<file path="src/rtl/dmem_arbiter.sv">
// Round-robin two-port arbiter and IDLE/ISSUE/CAPTURE sequencer for the
// single-ported data memory shared by the CPU (A) and debug/DMA loader (B).
module dmem_arbiter #(
    parameter int ADDR_W = 8,
    parameter int DATA_W = 8
) (
    input  logic              clk,
    input  logic              rst,
    input  logic              a_req,
    input  logic              a_we,
    input  logic [ADDR_W-1:0] a_addr,
    input  logic [DATA_W-1:0] a_wdata,
    output logic              a_ready,
    output logic [DATA_W-1:0] a_rdata,
    input  logic              b_req,
    input  logic              b_we,
    input  logic [ADDR_W-1:0] b_addr,
    input  logic [DATA_W-1:0] b_wdata,
    output logic              b_ready,
    output logic [DATA_W-1:0] b_rdata,
    output logic              mem_cmd,
    output logic [ADDR_W-1:0] mem_addr,
    output logic [DATA_W-1:0] mem_wdata,
    output logic              mem_oe,
    input  logic [DATA_W-1:0] mem_rdata,
    output logic              busy
);

    typedef enum logic [1:0] {
        IDLE,
        ISSUE,
        CAPTURE
    } state_t;

    state_t state;
    state_t state_nx;

    logic              last_b;
    logic              win_b;
    logic              pick_b;
    logic              any_req;
    logic              lat_we;
    logic [ADDR_W-1:0] lat_addr;
    logic [DATA_W-1:0] lat_wdata;

    // B wins when alone, or on a tie when A was served last
    assign any_req = a_req | b_req;
    assign pick_b  = b_req & (~a_req | ~last_b);

    always_comb begin
        state_nx = state;
        unique case (state)
            IDLE:    if (any_req) state_nx = ISSUE;
            ISSUE:   state_nx = CAPTURE;
            CAPTURE: state_nx = IDLE;
            default: state_nx = IDLE;
        endcase
    end

    always_ff @(posedge clk or posedge rst) begin
        if (rst) begin
            state     <= IDLE;
            last_b    <= 1'b1;
            win_b     <= 1'b0;
            lat_we    <= 1'b0;
            lat_addr  <= '0;
            lat_wdata <= '0;
            a_rdata   <= '0;
            b_rdata   <= '0;
        end else begin
            state <= state_nx;
            if (state == IDLE && any_req) begin
                win_b     <= pick_b;
                last_b    <= pick_b;
                lat_we    <= pick_b ? b_we : a_we;
                lat_addr  <= pick_b ? b_addr : a_addr;
                lat_wdata <= pick_b ? b_wdata : a_wdata;
            end
            if (state == CAPTURE && !lat_we) begin
                if (win_b) b_rdata <= mem_rdata;
                else       a_rdata <= mem_rdata;
            end
        end
    end

    assign mem_cmd   = (state == ISSUE) & lat_we;
    assign mem_oe    = (state == ISSUE) & lat_we;
    assign mem_addr  = (state == IDLE) ? '0 : lat_addr;
    assign mem_wdata = lat_wdata;
    assign a_ready   = (state == CAPTURE) & ~win_b;
    assign b_ready   = (state == CAPTURE) & win_b;
    assign busy      = (state != IDLE);

endmodule
</file>
<file path="config.mk">
export PLATFORM = sky130hd
export DESIGN_NAME = dmem_arbiter
export DESIGN_NICKNAME = d
export VERILOG_FILES = /design/src/rtl/dmem_arbiter.sv
export SDC_FILE = /design/constraint.sdc
export NUM_CORES = 1
export LEC_CHECK = 0
export BUFFER_PORTS_ARGS = -buffer_cell sky130_fd_sc_hd__buf_2
export CAP_MARGIN = 20
export CORE_MARGIN = 4
export CORE_UTILIZATION = 41
export CTS_CLUSTER_DIAMETER = 60
export DETAILED_ROUTE_END_ITERATION = 10
export GPL_TIMING_DRIVEN = 0
export PLACE_DENSITY = 0.75
export SETUP_SLACK_MARGIN = 0.15
export SYNTH_ARGS = -nofsm -noshare
export SYNTH_HDL_FRONTEND = slang
export SYNTH_SLANG_ARGS = --single-unit
export TNS_END_PERCENT = 1
</file>
<file path="constraint.sdc">
create_clock -name clk -period 1.4 [get_ports clk]
set_input_delay 0.14 -clock clk [delete_from_list [all_inputs] [get_ports clk]]
set_output_delay 0.14 -clock clk [all_outputs]
set_load 0.1 [all_outputs]
</file>
* Word-level counts from Yosys, hierarchy flattened
Index checks and enable logic that the tools add are counted.
** Storage, ports and cells
- Logic and storage cells :: 33
- Bits in read-only memories :: 0
- RAM bits :: 0
- Bits in registers :: 37
- Memories kept :: 0
- Input bits :: 46
- Latch bits :: 0
** Cells by class
- Mux-type cells :: 6
- Shift operators :: 0
- Add/subtract/negate cells :: 0
- Reduce and logical (&&, ||, !) cells :: 7
- $mul :: 0
- Equality and inequality tests :: 3
- $lt $le $gt $ge :: 0
- Bitwise operators :: 9
- Divide/modulo/power cells :: 0
** Operators with widths (number)
- 8-bit 2-to-1 mux :: 3
- 1-bit AND :: 4
- 2-bit one-hot mux with 2 select lines :: 1
- 2-bit AND reduction :: 2
- 1-bit NOT :: 3
- 2-bit by 1-bit == test with 1-bit output, second input constant :: 1
- 2-bit == test, second input constant :: 1
- 1-bit logical AND :: 2
- 2-bit logical NOT :: 1
- 2-bit 2-to-1 mux :: 1
- 2-bit inequality test, second input constant :: 1
- 1-bit bitwise OR :: 2
- 2-bit nonzero test :: 1
- 1-bit logical NOT :: 1
- 1-bit 2-to-1 mux :: 1

* Logic depth before layout (Yosys ltp)
Gate-level depths: netlist (run 1).
- Depth in word-level cells :: 4
- Depth in mapped cells :: 5
- Mapped depth without buffers :: 3

* Least setup slack after synthesis (run 1)
Ideal clock, no wire load.
- Kind :: reg2reg
- Start point :: register state[0]
- End point :: register a_rdata[0]
- Arrival :: 3.448 ns
- Setup time :: 0.125 ns
- Period minus slack after synthesis :: 3.573 ns
- Stages on the path, launching flop included :: 5
- Path slack :: -2.173 ns
- Path buffers :: 1
- Cell sequence :: dfrtp_1 -> nor3b_1 -> nor2b_1 -> buf_2 -> mux2_2
** On the way
- Longest elaborated chain between the ends :: 3
** RTL lines
- start: declaration :: line 35 : state_t state;
- start signal: assignment :: line 71 : state <= state_nx;
- 2-bit == test :: line 79 : if (state == CAPTURE && !lat_we) begin
- 1-bit logical AND :: line 79
- 2-bit AND reduction (no line)
- end signal: assignment :: line 81 : else a_rdata <= mem_rdata;
- end: declaration :: line 14 : output logic [DATA_W-1:0] a_rdata,
Every way passes these cells.
A chain may end at the register's enable or synchronous reset.

* Worst setup path in the final report (run 1)
- Start point :: register last_b
- End point :: register lat_wdata[5] (netlist: mem_wdata[5])
** On the way
- Longest elaborated chain between the ends :: 4
** RTL lines
- start: declaration :: line 38 : logic last_b;
- start signal: assignment :: line 74 : last_b <= pick_b;
- 1-bit NOT :: line 48 : assign pick_b = b_req & (~a_req | ~last_b);
- 1-bit bitwise OR :: line 48
- 1-bit AND :: line 48
- 8-bit 2-to-1 mux :: line 77 : lat_wdata <= pick_b ? b_wdata : a_wdata;
- end signal: assignment :: line 77
- end: declaration :: line 44 : logic [DATA_W-1:0] lat_wdata;
Every way passes these cells.

==> results of run 1 <==
[what timing repair did]
item                                    CTS  global route
hold endpoints to repair                  0             0
gates cloned                              0             1
buffers inserted                          3             0
endpoints found under the setup margin   49            50
resized for setup                        36            20
pin swaps                                 1             1
[cells by family after synthesis]
family	after synthesis	synth area share, %
AO/OA/AOI/OAI	2	0.8674
buffers and inverters	12	4.483
AND/OR/NAND/NOR	15	5.641
multiplexers	52	35.43
flip-flops	37	53.58
[cells in the final DEF (no fill, tap or decap), drive strengths merged]
cell | synthesis | layout
a21bo | 1 | 1
and2 | 1 | 1
and3b | 1 | 1
buf | 7 | 91
bufinv | 0 | 1
clkbuf | 0 | 9
dfrtp | 36 | 36
dfstp | 1 | 1
inv | 5 | 5
mux2 | 50 | 50
mux2i | 2 | 2
nor2 | 1 | 1
nor2b | 11 | 11
nor3b | 1 | 1
o21ai | 1 | 1
[stage by stage]
stage | instances | utilization, % | setup slack (ps) | TNS (ps) | instance area [um^2]
floorplan | 118 | - | -688.4 | -15700 | 1745
global placement | 250 | 55.06 | -236.6 | -7841 | 2218
detailed placement | 250 | 55.06 | -265.2 | -5232 | 2218
CTS | 261 | 62.02 | -223.9 | -4343 | 2499
global route | 262 | 64.25 | -262.2 | -6887 | 2589
finish | 262 | 64.25 | -216.0 | -4024 | 2589
[area by class of cell]
cell class	instances	area, um^2
clock inverters	1	30.03
well taps	50	62.56
repair buffers	86	563.0
plain buffers	7	73.82
flip-flops and latches	37	928.4
inverters	5	18.77
multi-input cells	69	825.8
fillers	308	1440
clock buffers	7	86.33
[layer usage]
layer	track usage, %	wire (um)
met5	0	0
met4	4.918	49
met3	5.785	330
met2	23.85	1914
met1	17.68	1548
[path summary, 6_finish.rpt]
| path | endpoint | from | depth (start not counted) |
|---|---|---|---|
| worst max-delay path | mem_wdata[5] | last_b | 5 |
| worst min-delay path | mem_wdata[0] | rst | 2 |
| worst max register to register | mem_wdata[5] | last_b | 5 |
| worst min register to register | last_b | last_b | 2 |
| max in group asynchronous | state[0] | rst | 2 |
| min in group clk | b_rdata[7] | mem_rdata[7] | 2 |
[sequential cells by signal, summed over array words and instances (netlist names)]
register	flops
lat_we	1
win_b	1
lat_addr	8
last_b	1
a_rdata	8
b_rdata	8
state	2
mem_wdata	8
[critical path, delay by kind of cell (launching register included)]
kind,cells,cell delay [ps]
buf+inv,2,300
mux,2,530
flops,1,540
compound gates,1,130
==> metrics, run 1 <==
initial antenna violation count 0; share of post-route cells with drive strength above 1 74.06%; routability congestion estimate roughly 0.7; PortBufs 82; die area between 5000 and 6000 um^2; area leader, netlist dfrtp_1; num ports 83; Area Overhead vs Synth 49.60%; number of global-route vias before repair 1268; Critical Path Max Stage Delay 540 ps; Post-synth ARST share 100.0%; Seq/Total Area, Yosys about 54%; clk_lat worst skew about 280 ps; Initial DRC Count 23; fin nets 257; crit path time final 1616 ps; clk root buf clkbuf_8; CTS Buf Count 5; Pins Over Slew Limit 0; global route overflow 0; Slew @ Worst Pin roughly 770 ps; global-route wire length before repair 5.844 mm; drt drc 0; cell row count 23; Startpoint Class register; Post-Syn Area between 1500 and 2000 um^2; hpwl dp 2.648 mm; final number of setup-violating endpoints 44; TritonCTS clock tree done; outcome finished, violations left; crit path DAT 1790 ps; Max Cap Viol 0; largest net degree at the start of global routing 38; crit path max-delay cell type dfstp_2; Hold Vio Cnt, Final 18; Hold Worst Slack -8.630 ps; Die X 72.97 um; DRT antenna net count 0; post-synthesis instance total 118; final worst-path cycle share 115.4%; RSZ-0062 raised after global routing yes; Core Region 4029 um^2; most frequent cells after synthesis mux2_2 (42), dfrtp_1 (36), nor2b_1 (11); vias per cell 4.721; Worst-path clk slew 70 ps; Pre-antenna DRT Iters 2; DR vias approximately 1200; Initial Utilization 42.95%; CTS H-tree lvls 2; Worst Setup End Kind register; Max clock buf depth 2; YS warnings 0; Worst Skew 7.456 ps; ant diodes 0; Crit Path Class register to register; Max-Slew Margin vs Limit 48.76%; post-synth top area share 52.06%; synthesized net count 164; total wire length 3.843 mm; Die Y-Extent 72.97 um; failing checks hold timing, setup timing; reg-to-reg setup timing slack -220 ps; Hold WC Path Type input pin to async pin; CTS sink cnt 37; CTS Hold Bufs 0; Netlist cell types 17; Synth area leaders dfrtp_1 (52%), mux2_2 (27%), mux2_4 (6.9%), nor2b_1 (4.0%), dfstp_2 (1.5%); Primary FF master, synth dfrtp_1; count leader, synth mux2_2; gr usage total 14.64%; post-route setup slack -216.0 ps; Mean Syn Cell Area ~15 um^2; number of synthesized flops with an enable pin 0; critical path, cell by cell a21bo_1 > buf_6 > clkbuf_16 > mux2_4 > mux2_2; DR WL/cell about 15 um; Req. time, crit path 1570 ps; fmax 618.8 MHz; crit-path max FO 4; Synth Register Bits 37
Power of run 1 is not shown: default switching activity piles up to over one toggle a cycle in this logic, so the estimate is an artifact.
==> run 2: changes to the inputs <==
Settings changed: CORE_MARGIN 4 to 2, CORE_UTILIZATION 41 to 43, CTS_BUF_LIST from default to sky130_fd_sc_hd__clkbuf_4 sky130_fd_sc_hd__clkbuf_8, PLACE_DENSITY 0.75 to 0.78.
==> metrics, run 2 (synthesis results as in run 1) <==
outcome finished, violations left; failing checks hold timing, setup timing; hpwl dp 2.394 mm; fmax approximately 620 MHz; Initial Utilization 43.89%; global-route wire length before repair 5.050 mm; Pre-antenna DRT Iters 4; Pins Over Slew Limit 0; DR vias 1247; Die X 67.44 um; Worst Setup End Kind register; global route overflow 0; clk root buf clkbuf_8; cell row count 23; clk_lat worst skew ~280 ps; final worst-path cycle share 114.4%; Hold WC Path Type input pin to async pin; total wire length 3.695 mm; Hold Vio Cnt, Final 30; Req. time, crit path 1570 ps; gr usage total 15.29%; Core Region 3943 um^2; final number of setup-violating endpoints 38; CTS sink cnt 37; fin nets 256; CTS Buf Count 5; Startpoint Class register; Hold Worst Slack -6.485 ps; RSZ-0062 raised after global routing yes; DRT antenna net count 0; most frequent cells in the layout buf_2 (70), dfrtp_1 (35), mux2_4 (34), mux2_2 (16), buf_6 (10); drt drc 0; Max Cap Viol 0; Worst Skew 5.348 ps; Max clock buf depth 2; ant diodes 0; Worst-path clk slew 70 ps; largest net degree at the start of global routing 38; crit path time final 1602 ps; DR WL/cell 14.27 um; num ports 83; number of global-route vias before repair around 1200; Area Overhead vs Synth 50.11%; Initial DRC Count 48; CTS Hold Bufs 0; Multi-input gate area 860.8 um^2; CTS H-tree lvls 2; Die Y-Extent around 67 um; register area between 900 and 1000 um^2; post-route setup slack -201.6 ps; initial antenna violation count 0; most common cell after layout, fill and taps aside buf_2; Crit Path Class register to register; TritonCTS clock tree done; routability congestion estimate 0.6698; share of post-route cells with drive strength above 1 75.60%; TNS Setup -3496 ps; Slew @ Worst Pin 756.6 ps; Core Util, Final 65.88%; crit-path max FO 4; die area 4547 um^2; crit path DAT 1770 ps; vias per cell 4.815; PortBufs 82; Max-Slew Margin vs Limit about half; Fillers 296
==> run 2: cell types whose count changed in the layout (fill, tap and decap cells not counted), sizes merged <==
cell,previous run,this run
buf,91,89
bufinv,1,0
clkbuf,9,8
clkinv,0,1
==> run 2: stage by stage <==
step	instance area (um^2)	cells	worst slack (ps)	hold slack [ps]
final	2597	259	-201.6	-6.485
after global routing	2597	259	-228.6	51.54
after CTS	2417	257	-182.6	22.42
after detailed placement	2218	250	-251.5	325.5
after global placement	2218	250	-223.3	387.0
after floorplan	1745	118	-688.4	291.6
==> run 2: area by class of cell <==
class	count	area share, %
sequential	37	35.74
clock buffer	5	2.649
tap	50	2.408
multi-input combinational	69	33.14
timing repair buffer	85	22.01
inverter	5	0.7225
clock inverter	1	0.1927
buffer	7	3.131
==> run 2: what timing repair did <==
item	CTS	global route
gates cloned	0	2
setup endpoints to repair	49	49
pin swaps	1	1
gates resized for setup	33	34
buffers inserted	1	0
==> run 2: final timing paths <==
kind	from	end	slack [ps]	cells after the start
max in group asynchronous	rst	state[0]	890	2
setup / recovery	last_b	lat_addr[3]	-200	5
min in group clk	mem_rdata[5]	b_rdata[5]	110	2
hold reg to reg	last_b	last_b	470	2
hold / removal	rst	a_rdata[5]	-6	2
setup reg to reg	last_b	lat_addr[3]	-200	5
==> run 2: critical path, cell delays in order, from the launching register on <==
cell and delay (ps):
dfstp_2 530, a21bo_1 120, buf_6 140, clkbuf_16 150, mux2_4 290, mux2_4 260
==> run 2: metal layers <==
| metal | up-vias | routed length [um] | GRT usage (%) | part of all wire [%] |
|---|---|---|---|---|
| met5 | - | 0 | 0 | 0 |
| met4 | 0 | 43 | 7.653 | 1.2 |
| met3 | 4 | 257 | 6.000 | 7.0 |
| met2 | 49 | 1883 | 25.37 | 51 |
| met1 | 605 | 1510 | 17.04 | 41 |
| li1 | 589 | - | - | - |
Power of run 2 is left out for the same reason.
==> run 3: changes to the inputs <==
Settings changed: CTS_CLUSTER_SIZE from default to 10, PLACE_DENSITY 0.78 to default, PLACE_DENSITY_LB_ADDON from default to 0.25, REMOVE_ABC_BUFFERS from default to 1.
==> metrics, run 3 (synthesis results as in run 1) <==
outcome finished, violations left; failing checks hold timing, setup timing; CTS Buf Count 5; DR WL/cell 13.03 um; routability congestion estimate 0.6440; R2R cell count 4; Crit Path Class register to register; number of global-route vias before repair 1187; num ports 83; die area 4547 um^2; most common cell after layout, fill and taps aside buf_2; Slew @ Worst Pin 781.9 ps; Critical Path Max Stage Delay about 540 ps; Hold WC Path Type input pin to async pin; Initial Utilization 43.89%; ant diodes 0; vias per cell roughly 4.7; DP Cell Count 245; Hold Worst Slack -1.108 ps; Fillers approximately 320; Worst-path clk slew approximately 70 ps; global-route wire length before repair 5.278 mm; R2R Path End lat_addr[1]; Worst Setup End Kind register; share of post-route cells with drive strength above 1 73.79%; Initial DRC Count 25; Multi-input gate area about 760 um^2; gr usage total 15.80%; cell row count 23; CTS Hold Bufs 0; register area 927.1 um^2; most frequent cells in the layout buf_2 (68), mux2_2 (41), dfrtp_1 (36); Non-Filler Instances 256; PortBufs 82; RSZ-0062 raised after global routing yes; Max clock buf depth 2; final worst-path cycle share 108.8%; crit path max-delay cell type dfstp_2; crit-path max FO 10; Die Y-Extent slightly below 70 um; drt drc 0; Core Util, Final 61.66%; Worst Skew 4.061 ps; Pre-antenna DRT Iters 2; Req. time, crit path around 1600 ps; CTS sink cnt 37; total wire length 3.336 mm; Pins Over Slew Limit 0; crit path time final ~1500 ps; Core Region ~3900 um^2; reg-to-reg setup timing slack -120 ps; Startpoint Class register; CTS H-tree lvls 2; largest net degree at the start of global routing 21; crit path DAT 1680 ps; DRT antenna net count 0; post-route setup slack -123.5 ps; critical path, cell by cell a21bo_4 > buf_12 > mux2_2 > mux2_2; CP most frequent cell mux2_2; Post-Place Worst Slack -626.4 ps; DR vias 1206; final number of setup-violating endpoints 37; fin nets 251; initial antenna violation count 0; Area Overhead vs Synth 40.49%; fmax around 660 MHz; Hold Vio Cnt, Final 2; clk root buf clkbuf_8; global route overflow 0; TritonCTS clock tree done; Die X 67.44 um; Max Cap Viol 0; hpwl dp 2.615 mm; clk_lat worst skew 270 ps; Reg-to-Reg Start last_b; Max-Slew Margin vs Limit 47.81%
==> run 3: area by class of cell <==
cell class | count | share of cell area, %
clock buffer | 7 | 3.963
clock inverter | 1 | 0.2059
inverter | 5 | 0.7720
multi-input combinational | 69 | 31.45
sequential | 37 | 38.14
tap | 50 | 2.573
timing repair buffer | 87 | 22.90
==> run 3: through the flow <==
| stage | TNS, ps | hold slack (ps) | instance area [um^2] |
|---|---|---|---|
| after floorplan | -47930 | 291.7 | 1672 |
| after global placement | -35700 | 385.4 | 2145 |
| after detailed placement | -16980 | 328.2 | 2191 |
| after CTS | -3614 | 22.60 | 2429 |
| after global routing | -5795 | 88.16 | 2431 |
| final | -3063 | -1.108 | 2431 |
==> run 3: metal layers <==
layer | share of wire [%] | global-route usage, % | vias to the layer above
li1 | - | - | 578
met1 | 39 | 18.39 | 572
met2 | 52 | 27.23 | 54
met3 | 8.7 | 5.833 | 2
met4 | 0.36 | 4.592 | 0
met5 | 0 | 0 | -
==> run 3: worst max path at each step <==
stage | to | start | cells after the start | slack (ps)
finish | lat_addr[1] | last_b | 4 | -120
global route | lat_addr[7] | last_b | 4 | -180
CTS | lat_addr[7] | last_b | 4 | -130
detailed placement | lat_addr[4] | last_b | 3 | -630
global placement | lat_addr[3] | a_req | 3 | -1510
floorplan | a_rdata[0] | state[0] | 3 | -2340
==> run 3: what timing repair did <==
item                       in CTS  in global routing
setup endpoints to repair      49                 49
resized for setup              31                  1
pin swaps                       2                  0
setup buffers                   3                  0
==> run 3: critical path: cells and delay by family, from the launching register on <==
family | cells | cell delay, ps
compound gates | 1 | 140
buf+inv | 1 | 130
flops | 1 | 540
mux | 2 | 590
Power of run 3 is left out for the same reason.
